==> src/rtl/qgx_stim_drv_if.sv <==
// qgx_stim_drv_if: beat bus between the stimulus driver and the module under test.
// The master (driver) owns valid/sz/vb/zvf; the slave (sink) owns ready.
interface qgx_stim_drv_if #(
  parameter int VB_W = 72
);
  logic            valid;
  logic            ready;
  logic            sz;
  logic [VB_W-1:0] vb;
  logic [3:0]      zvf;

  modport master (output valid, output sz, output vb, output zvf, input ready);
  modport slave  (input valid, input sz, input vb, input zvf, output ready);
endinterface

==> src/rtl/qgx_stim_drv.sv <==
// qgx_stim_drv: seeded xorshift64 stimulus source for qgx-style fuzz modules.
// Emits NUM_BEATS beats over a valid/ready handshake, stepping the xorshift
// state once per accepted beat, then reports the final state on o_seed_after.
// Optional macro QGX_STIM_XZ_EN: sz becomes 4-state, decoded from x[1:0]
// (00->0, 01->1, 10->z, 11->x). Without it sz is simply x[0].
module qgx_stim_drv #(
  parameter logic [63:0] SEED_A    = 64'd16013029700436987217,
  parameter logic [63:0] SEED_B    = 64'd3128299129089410139,
  parameter int          NUM_BEATS = 16,
  parameter int          VB_W      = 72
) (
  input  logic                 clk,
  input  logic                 rst_n,
  input  logic                 i_start,
  input  logic                 i_abort,
  input  logic [63:0]          i_seed_in,
  qgx_stim_drv_if.master       bus,
  output logic [15:0]          o_beat_cnt,
  output logic                 o_busy,
  output logic                 o_done,
  output logic [63:0]          o_seed_after,
  output logic [63:0]          o_seed_b_out
);

  typedef enum logic [1:0] {
    IDLE = 2'd0,
    LOAD = 2'd1,
    RUN  = 2'd2,
    DONE = 2'd3
  } state_t;

  localparam logic [15:0] LAST_BEAT = 16'(NUM_BEATS - 1);

  state_t          r_state;
  state_t          w_nextState;
  logic [63:0]     r_x;
  logic [63:0]     w_xStep;
  logic [15:0]     r_beatCnt;
  logic            r_valid;
  logic            r_sz;
  logic [VB_W-1:0] r_vb;
  logic [3:0]      r_zvf;
  logic [63:0]     r_seedAfter;
  logic            w_accept;
  logic            w_lastBeat;

  function automatic logic [63:0] xorshiftStep(input logic [63:0] v);
    logic [63:0] t;
    t = v ^ (v << 13);
    t = t ^ (t >> 7);
    t = t ^ (t << 17);
    return t;
  endfunction

  function automatic logic [VB_W-1:0] vbOf(input logic [63:0] v);
    logic [127:0] t;
    t = {v, v};
    return t[VB_W-1:0];
  endfunction

`ifdef QGX_STIM_XZ_EN
  function automatic logic szOf(input logic [63:0] v);
    logic s;
    case (v[1:0])
      2'b00:   s = 1'b0;
      2'b01:   s = 1'b1;
      2'b10:   s = 1'bz;
      default: s = 1'bx;
    endcase
    return s;
  endfunction
`else
  function automatic logic szOf(input logic [63:0] v);
    return v[0];
  endfunction
`endif

  assign w_xStep    = xorshiftStep(r_x);
  assign w_accept   = (r_state == RUN) && r_valid && bus.ready;
  assign w_lastBeat = w_accept && (r_beatCnt == LAST_BEAT);

  // State register; reset drops straight back to IDLE.
  always_ff @(posedge clk or negedge rst_n) begin
    if (!rst_n) begin
      r_state <= IDLE;
    end else begin
      r_state <= w_nextState;
    end
  end

  // Next-state logic; abort overrides every transition, including start in IDLE.
  always_comb begin
    w_nextState = r_state;
    if (i_abort) begin
      w_nextState = IDLE;
    end else begin
      case (r_state)
        IDLE:    if (i_start) w_nextState = LOAD;
        LOAD:    w_nextState = RUN;
        RUN:     if (w_lastBeat) w_nextState = DONE;
        default: w_nextState = IDLE;
      endcase
    end
  end

  // Datapath: seed load, beat presentation and stepping on each accepted beat.
  always_ff @(posedge clk or negedge rst_n) begin
    if (!rst_n) begin
      r_x         <= '0;
      r_beatCnt   <= '0;
      r_valid     <= 1'b0;
      r_sz        <= 1'b0;
      r_vb        <= '0;
      r_zvf       <= '0;
      r_seedAfter <= '0;
    end else if (i_abort) begin
      r_valid <= 1'b0;
    end else begin
      case (r_state)
        LOAD: begin
          r_x       <= (i_seed_in == 64'd0) ? SEED_A : i_seed_in;
          r_beatCnt <= '0;
          r_valid   <= 1'b0;
        end
        RUN: begin
          if (!r_valid) begin
            r_valid <= 1'b1;
            r_sz    <= szOf(r_x);
            r_vb    <= vbOf(r_x);
            r_zvf   <= r_x[63:60];
          end else if (bus.ready) begin
            r_x       <= w_xStep;
            r_beatCnt <= r_beatCnt + 16'd1;
            if (r_beatCnt == LAST_BEAT) begin
              r_valid     <= 1'b0;
              r_seedAfter <= w_xStep;
            end else begin
              r_sz  <= szOf(w_xStep);
              r_vb  <= vbOf(w_xStep);
              r_zvf <= w_xStep[63:60];
            end
          end
        end
        default: begin
          r_valid <= 1'b0;
        end
      endcase
    end
  end

  assign bus.valid    = r_valid;
  assign bus.sz       = r_sz;
  assign bus.vb       = r_vb;
  assign bus.zvf      = r_zvf;
  assign o_beat_cnt   = r_beatCnt;
  assign o_busy       = (r_state != IDLE);
  assign o_done       = (r_state == DONE);
  assign o_seed_after = r_seedAfter;
  assign o_seed_b_out = SEED_B;

endmodule

==> src/flat_wrapper.sv <==
// flat-port wrapper written by rule: the top's interface ports become plain ports
module qgx_stim_drv_flat 
#(
  parameter logic [63:0] SEED_A    = 64'd16013029700436987217,
  parameter logic [63:0] SEED_B    = 64'd3128299129089410139,
  parameter int          NUM_BEATS = 16,
  parameter int          VB_W      = 72
)
  (clk, rst_n, i_start, i_abort, i_seed_in, o_beat_cnt, o_busy, o_done, o_seed_after, o_seed_b_out, bus_valid, bus_sz, bus_vb, bus_zvf, bus_ready);
  qgx_stim_drv_if #(.VB_W(VB_W)) bus_i ();
  input  logic clk;
  input  logic rst_n;
  input  logic i_start;
  input  logic i_abort;
  input  logic [63:0] i_seed_in;
  output logic [15:0] o_beat_cnt;
  output logic o_busy;
  output logic o_done;
  output logic [63:0] o_seed_after;
  output logic [63:0] o_seed_b_out;
  output wire logic [$bits(bus_i.valid)-1:0] bus_valid;
  output wire logic [$bits(bus_i.sz)-1:0] bus_sz;
  output wire logic [$bits(bus_i.vb)-1:0] bus_vb;
  output wire logic [$bits(bus_i.zvf)-1:0] bus_zvf;
  input wire logic [$bits(bus_i.ready)-1:0] bus_ready;
  assign bus_valid = bus_i.valid;
  assign bus_sz = bus_i.sz;
  assign bus_vb = bus_i.vb;
  assign bus_zvf = bus_i.zvf;
  assign bus_i.ready = bus_ready;
  qgx_stim_drv #(.SEED_A(SEED_A), .SEED_B(SEED_B), .NUM_BEATS(NUM_BEATS), .VB_W(VB_W)) u_core (.clk(clk), .rst_n(rst_n), .i_start(i_start), .i_abort(i_abort), .i_seed_in(i_seed_in), .bus(bus_i), .o_beat_cnt(o_beat_cnt), .o_busy(o_busy), .o_done(o_done), .o_seed_after(o_seed_after), .o_seed_b_out(o_seed_b_out));
endmodule
==> config.mk <==
export PLATFORM = sky130hd
export DESIGN_NAME = qgx_stim_drv_flat
export DESIGN_NICKNAME = d
export VERILOG_FILES = /design/src/rtl/qgx_stim_drv_if.sv /design/src/rtl/qgx_stim_drv.sv /design/src/flat_wrapper.sv
export SDC_FILE = /design/constraint.sdc
export NUM_CORES = 1
export LEC_CHECK = 0
export ABC_AREA = 1
export CAP_MARGIN = 20
export CORE_MARGIN = 4
export CORE_UTILIZATION = 56
export DETAILED_ROUTE_END_ITERATION = 16
export HOLD_SLACK_MARGIN = 0.1
export PLACE_DENSITY = 0.95
export SETUP_SLACK_MARGIN = 0.02
export SLEW_MARGIN = 30
export SYNTH_ARGS = -nofsm -noshare
export SYNTH_HDL_FRONTEND = slang
export SYNTH_SLANG_ARGS = --single-unit
==> constraint.sdc <==
create_clock -name clk -period 3.8 [get_ports clk]
set_input_delay 0.38 -clock clk [delete_from_list [all_inputs] [get_ports clk]]
set_output_delay 0.38 -clock clk [all_outputs]
set_load 0.01 [all_outputs]
# --- Word-level counts from Yosys, hierarchy flattened ---
# Cells that the tools add are included.
op_classes:
  add_sub_neg: 1
  multipliers: 0
  div_mod_pow: 0
  magnitude_cmp: 0
  n_eq_ne: 10
  shift: 0
  n_mux: 25
  bitwise_logic: 4
  reduce_logical: 11
ops:
  columns: ["operator", "count"]
  rows:
  - ["72-bit two-way mux", 3]
  - ["64-bit two-way mux", 3]
  - ["64-bit case mux with 2 select lines", 1]
  - ["64-bit bitwise XOR", 2]
  - ["64-bit zero test", 1]
  - ["64-bit by 57-bit bitwise XOR with 64-bit output", 1]
  - ["16-bit two-way mux", 2]
  - ["16-bit case mux with 2 select lines", 1]
  - ["16-bit by 1-bit adder with 16-bit output (second input constant)", 1]
  - ["16-bit by 4-bit == test with 1-bit output (second input constant)", 1]
  - ["4-bit two-way mux", 3]
  - ["1-bit two-way mux", 8]
  - ["4-bit AND reduction", 2]
  - ["2-bit two-way mux", 3]
  - ["2-bit inequality test (second input constant)", 3]
  - ["2-bit case mux with 3 select lines", 1]
  - ["5-bit AND reduction", 1]
  - ["2-bit == test (second input constant)", 2]
  - ["2-bit nonzero test", 2]
  - ["1-bit logical AND", 3]
  - ["3-bit by 2-bit inequality test with 1-bit output (second input constant)", 1]
  - ["3-bit inequality test (second input constant)", 1]
  - ["2-bit by 1-bit == test with 1-bit output (second input constant)", 1]
  - ["2-bit zero test", 1]
  - ["other kinds (3)", 3]
word_totals:
  reg_bits: 224
  latchBits: 0
  ramBits: 0
  mem_bits_ro: 0
  output_inout_bits: 224
  wordCells: 59
  n_memories: 0

# --- Depth between registers and ports, before layout ---
logic_depth:
  depth_word: 7
  depth_mapped: 12
  mapped_depth_nobuf: 11

# --- Least setup slack after synthesis ---
# No wires, ideal clock.
synth_path:
  path_kind: "register -> register"
  start: "register u_core.r_state[0]"
  end: "register u_core.r_vb[30] (netlist: u_core.bus.vb[30])"
  setup_time_ns: 0.117
  t_arrival_ns: 1.632
  t_required_ns: 3.683
  slack_ns: 2.050
  stages_incl_launch_ff: 13
  path_buffers: 3
  path_cell_list: "dfrtp_1 -> inv_1 -> ha_1 -> buf_2 -> inv_2 -> nor2_4 -> inv_1 -> nor2_1 -> nand2_2 -> buf_4 -> buf_6 -> nand2_1 -> nand2_1"
synth_between:
  elab_chain_len: 2
synth_lines:
  columns: ["element", "line_no", "source"]
  rows:
  - ["start, declared", "qgx_stim_drv.sv:34", "state_t r_state;"]
  - ["start signal, assigned", "qgx_stim_drv.sv:87", "r_state <= w_nextState;"]
  - ["2-bit == test", "qgx_stim_drv.sv:119", "case (r_state)"]
  - ["4-bit AND reduction (no line)", null, null]
  - ["end signal, assigned", "qgx_stim_drv.sv:129", "r_vb <= vbOf(r_x);"]
  - ["end signal, assigned", "qgx_stim_drv.sv:139", "r_vb <= vbOf(w_xStep);"]
  - ["end, declared", "qgx_stim_drv.sv:41", "logic [VB_W-1:0] r_vb;"]
# Every way passes these cells.
# A chain may end at the register's enable or synchronous reset.

# --- Worst setup path after layout ---
layout_path:
  start: "register u_core.r_state[0]"
  end: "register u_core.r_beatCnt[12] (netlist: u_core.o_beat_cnt[12])"
layout_between:
  elab_chain_len: 3
  elab_cells_between_ends: 7
  cone_classes: "4 x eq/ne; 1 x mux; 2 x reduce/logical"
layout_lines:
  columns: ["element", "line_no", "source"]
  rows:
  - ["2-bit == test or 2-bit by 1-bit == test with 1-bit output (tied branches)", "qgx_stim_drv.sv:119", null]
  - ["2-bit by 1-bit inequality test with 1-bit output (no line) (tied with other cells)", null, null]
  - ["4-bit AND reduction (no line)", null, null]
  - ["end signal, assigned", "qgx_stim_drv.sv:133", "r_beatCnt <= r_beatCnt + 16'd1;"]
  - ["end, declared", "qgx_stim_drv.sv:38", "logic [15:0] r_beatCnt;"]
# Parallel ways exist; a longest one is shown, timed or not.

==> impl_metrics.csv <==
group,metric,value,unit
outcome,status,"completed",
setup_path,crit_buf_inv,3,
placement,gp_congestion,0.9977,
synthesis,synth.area.top_cells,"dfrtp_1 39%, nand2_1 30%, nand3_1 6.0%",
detailed_routing,drtPass1Iterations,6,
synthesis,yosysMostFrequentCell,"nand2_1",
synthesis,async_reset_ff_share,100.0,%
synthesis,yosys_register_bits,211,
setup_path,arrival,3.24,ns
die,dieArea,26860,sq um
clock_tree,cts_num_sinks,211,
detailed_routing,vias_per_cell,5.649,
die,ios,293,
detailed_routing,drc,0,
die,die_h,163.9,um
clock_tree,numCtsBuffers,24,
detailed_routing,routedWlPerCell,19.39,um
global_route,overflow,0,
clock_tree,cts_tree,"done",
detailed_routing,drtIter0Drc,1870,
setup_path,critPathSlowestCell,"buf_4",
finish,layoutNonFillerInstCount,2595,
global_route,grtUsageTotal,36.64,%
setup_path,crit_chain,"inv_1 -> ha_4 -> buf_4 -> a21oi_4 -> buf_4 -> nand2_1 -> nor2_1 -> nor2_1 -> nor3_1",
clock_tree,cts-root-buf,"clkbuf_16",
synthesis,synth.largest_area_cell,"dfrtp_1",
die,core_area,23680,sq um
clock_tree,cts-htree-levels,1,
synthesis,seq_area_frac_synth,38.80,%
global_route,antenna_found_initial,1,
setup_path,cp_max_fo,85,
clock_tree,postCtsResizedCells,0,
timing,whs,0.4675,ns
placement,placed_cells,2551,
power,powerDensity,915.5,nW/um^2
timing,fin_crit_sh,74.00,%
setup_path,startpoint_type,"flop",
synthesis,synthFlopType,"dfrtp_1",
timing,slew_viol_final,0,
global_route,grt_max_degree,92,
finish,nets,2333,
detailed_routing,antenna_left,0,
synthesis,synthesis.area,13610,sq um
global_route,grt_pass1_vias,13560,
setup_path,end_kind,"flop",
setup_path,crit_cells,9,
clock_tree,cts_max_path_buffers,3,
setup_path,cp_data_required_time,4.23,ns
synthesis,synth_edf_count,0,
global_route,grt_pass1_wl,76410,um
detailed_routing,vias,14660,
die,start_util,57.46,%
finish,diodes,0,
synthesis,synth_top_area_share,38.80,%
timing,skew,0.01494,ns
setup_path,cp_top_family,"buffers and inverters",
synthesis,ys_top_cells_by_count,"1,070 x nand2_1, 211 x dfrtp_1, 163 x nand3_1",
timing,max-slew-margin-rel,34.43,%
power,power,15110,uW
timing,setup_viol,0,
placement,port-buffer-count,228,
finish,drive_above_1_share,4.789,%
timing,finalSetupTns,0,ns
placement,dp_hpwl,37890,um
timing,timing.final.hold_violations,0,
timing,tightest_slew,0.9766,ns
detailed_routing,routed_wl,50330,um
synthesis,synth_warnings,0,
power,total_leakage_power,0.008573,uW
synthesis,synthCells,2089,
die,fp-row-count,56,
clock_tree,clkTransAtPathRegs,0.06,ns
synthesis,avgSynthCellArea,6.514,sq um
worst_hold_path,hp-class,"input port to asynchronous set/reset pin",
setup_path,reg2reg_depth,9,
setup_path,criticalPathCategory,"flop to flop",
finish,syn_to_final_growth,21.29,%
clock_tree,insertion_delay,0.53,ns
setup_path,critPathMaxStageDelay,0.78,ns
die,die_w,163.9,um
timing,fin_crit,2.812,ns
timing,fmax,355.6,MHz
timing,rsz0062_at_grt,"no",
flow_run,maxCapViolations,0,
synthesis,yosysUniqueCellTypes,35,
power,worst_ir_drop_vdd,0.5363,mV
## final timing paths
kind | startpoint | endpoint | slack, ns
setup / recovery | u_core.r_state[0]$_DFFE_PN0P_ | u_core.o_beat_cnt[12]$_DFFE_PN0P_ | 0.99
hold / removal | rst_n | u_core.o_seed_after[62]$_DFFE_PN0P_ | 0.47
setup reg to reg | u_core.r_state[0]$_DFFE_PN0P_ | u_core.o_beat_cnt[12]$_DFFE_PN0P_ | 0.99
hold reg to reg | u_core.bus.vb[8]$_DFFE_PN0P_ | u_core.bus.vb[8]$_DFFE_PN0P_ | 0.48
max in group asynchronous | rst_n | u_core.o_seed_after[22]$_DFFE_PN0P_ | 2.28
min in group clk | u_core.bus.vb[8]$_DFFE_PN0P_ | u_core.bus.vb[8]$_DFFE_PN0P_ | 0.48
## layout by cell type, fill, tap and decap left out, drive strengths merged
| master | instances |
|---|---|
| nand2 | 1079 |
| clkdlybuf4s50 | 227 |
| dfrtp | 211 |
| nand3 | 164 |
| inv | 119 |
| nor2 | 102 |
| o21ai | 82 |
| conb | 64 |
| a21oi | 45 |
| clkbuf | 34 |
| or2 | 24 |
| xor2 | 21 |
| and2 | 21 |
| nand4 | 16 |
| nor3 | 16 |
| buf | 13 |
| xnor2 | 9 |
| o22ai | 5 |
| clkinv | 5 |
| ha | 5 |
| o221ai | 4 |
| bufinv | 3 |
| clkinvlp | 3 |
| nand3b | 1 |
| a22o | 1 |
| o211ai | 1 |
| dlygate4sd3 | 1 |
## layer usage
layer / vias to the layer above / track usage, % / share of wire [%]
met2: 966 / 58.12 / 46
met4: 2 / 13.27 / 3.9
met5: - / 0 / 0.038
met3: 145 / 7.428 / 12
li1: 6713 / - / -
met1: 6832 / 50.13 / 38
## report_power, final
part	switching, uW	total [uW]	internal [uW]
registers	875	3800	2920
clock network	964	2440	1480
logic	6120	8870	2750
## logic make-up (layout without fill, tap and decap cells)
kind of cell / after synthesis / in the layout / share of synthesized area (%)
compound gates: 138 / 138 / 5.581
xor+xnor: 30 / 30 / 1.931
fa+ha+maj: 5 / 5 / 0.4597
buf+inv: 280 / 405 / 10.78
flops: 211 / 211 / 38.80
other cells: 2 / 64 / 0.05519
simple gates: 1423 / 1423 / 42.40
## worst reg2reg max path: stages, from the launching register on
cell and delay (ns):
dfrtp_1 0.42, inv_1 0.12, ha_4 0.19, buf_4 0.32
a21oi_4 0.22, buf_4 0.78, nand2_1 0.27, nor2_1 0.22
nor2_1 0.06, nor3_1 0.13
## sequential cells by signal, indices dropped and copies added, names as in the netlist
name and count:
u_core.o_seed_after 64, u_core.r_x 64, u_core.bus.vb 61, u_core.o_beat_cnt 16
u_core.bus.zvf 3, u_core.r_state 2, u_core.bus.valid 1
## area by class of cell
class	instances	area (sq um)
clock inverters	10	132.6
flip-flops and latches	211	5281
inverters	120	451.7
fillers	1993	7177
repair buffers	242	2419
well taps	319	399.1
clock buffers	33	695.7
multi-input cells	1660	7127
## metrics by stage
| stage | instance area [sq um] | worst slack [ns] | util (%) |
|---|---|---|---|
| finish | 16510 | 0.9881 | 69.70 |
| global route | 16510 | 0.7533 | 69.70 |
| CTS | 16510 | 1.076 | 69.70 |
| detailed placement | 15670 | 1.036 | 66.16 |
| global placement | 15670 | 1.115 | 66.16 |
| floorplan | 13840 | 2.050 | - |
## timing repair
action	in CTS	in global routing
hold buffers	1	0
setup buffers	0	0
hold endpoints to repair	89	0
Power figures use the tool's default switching activity.
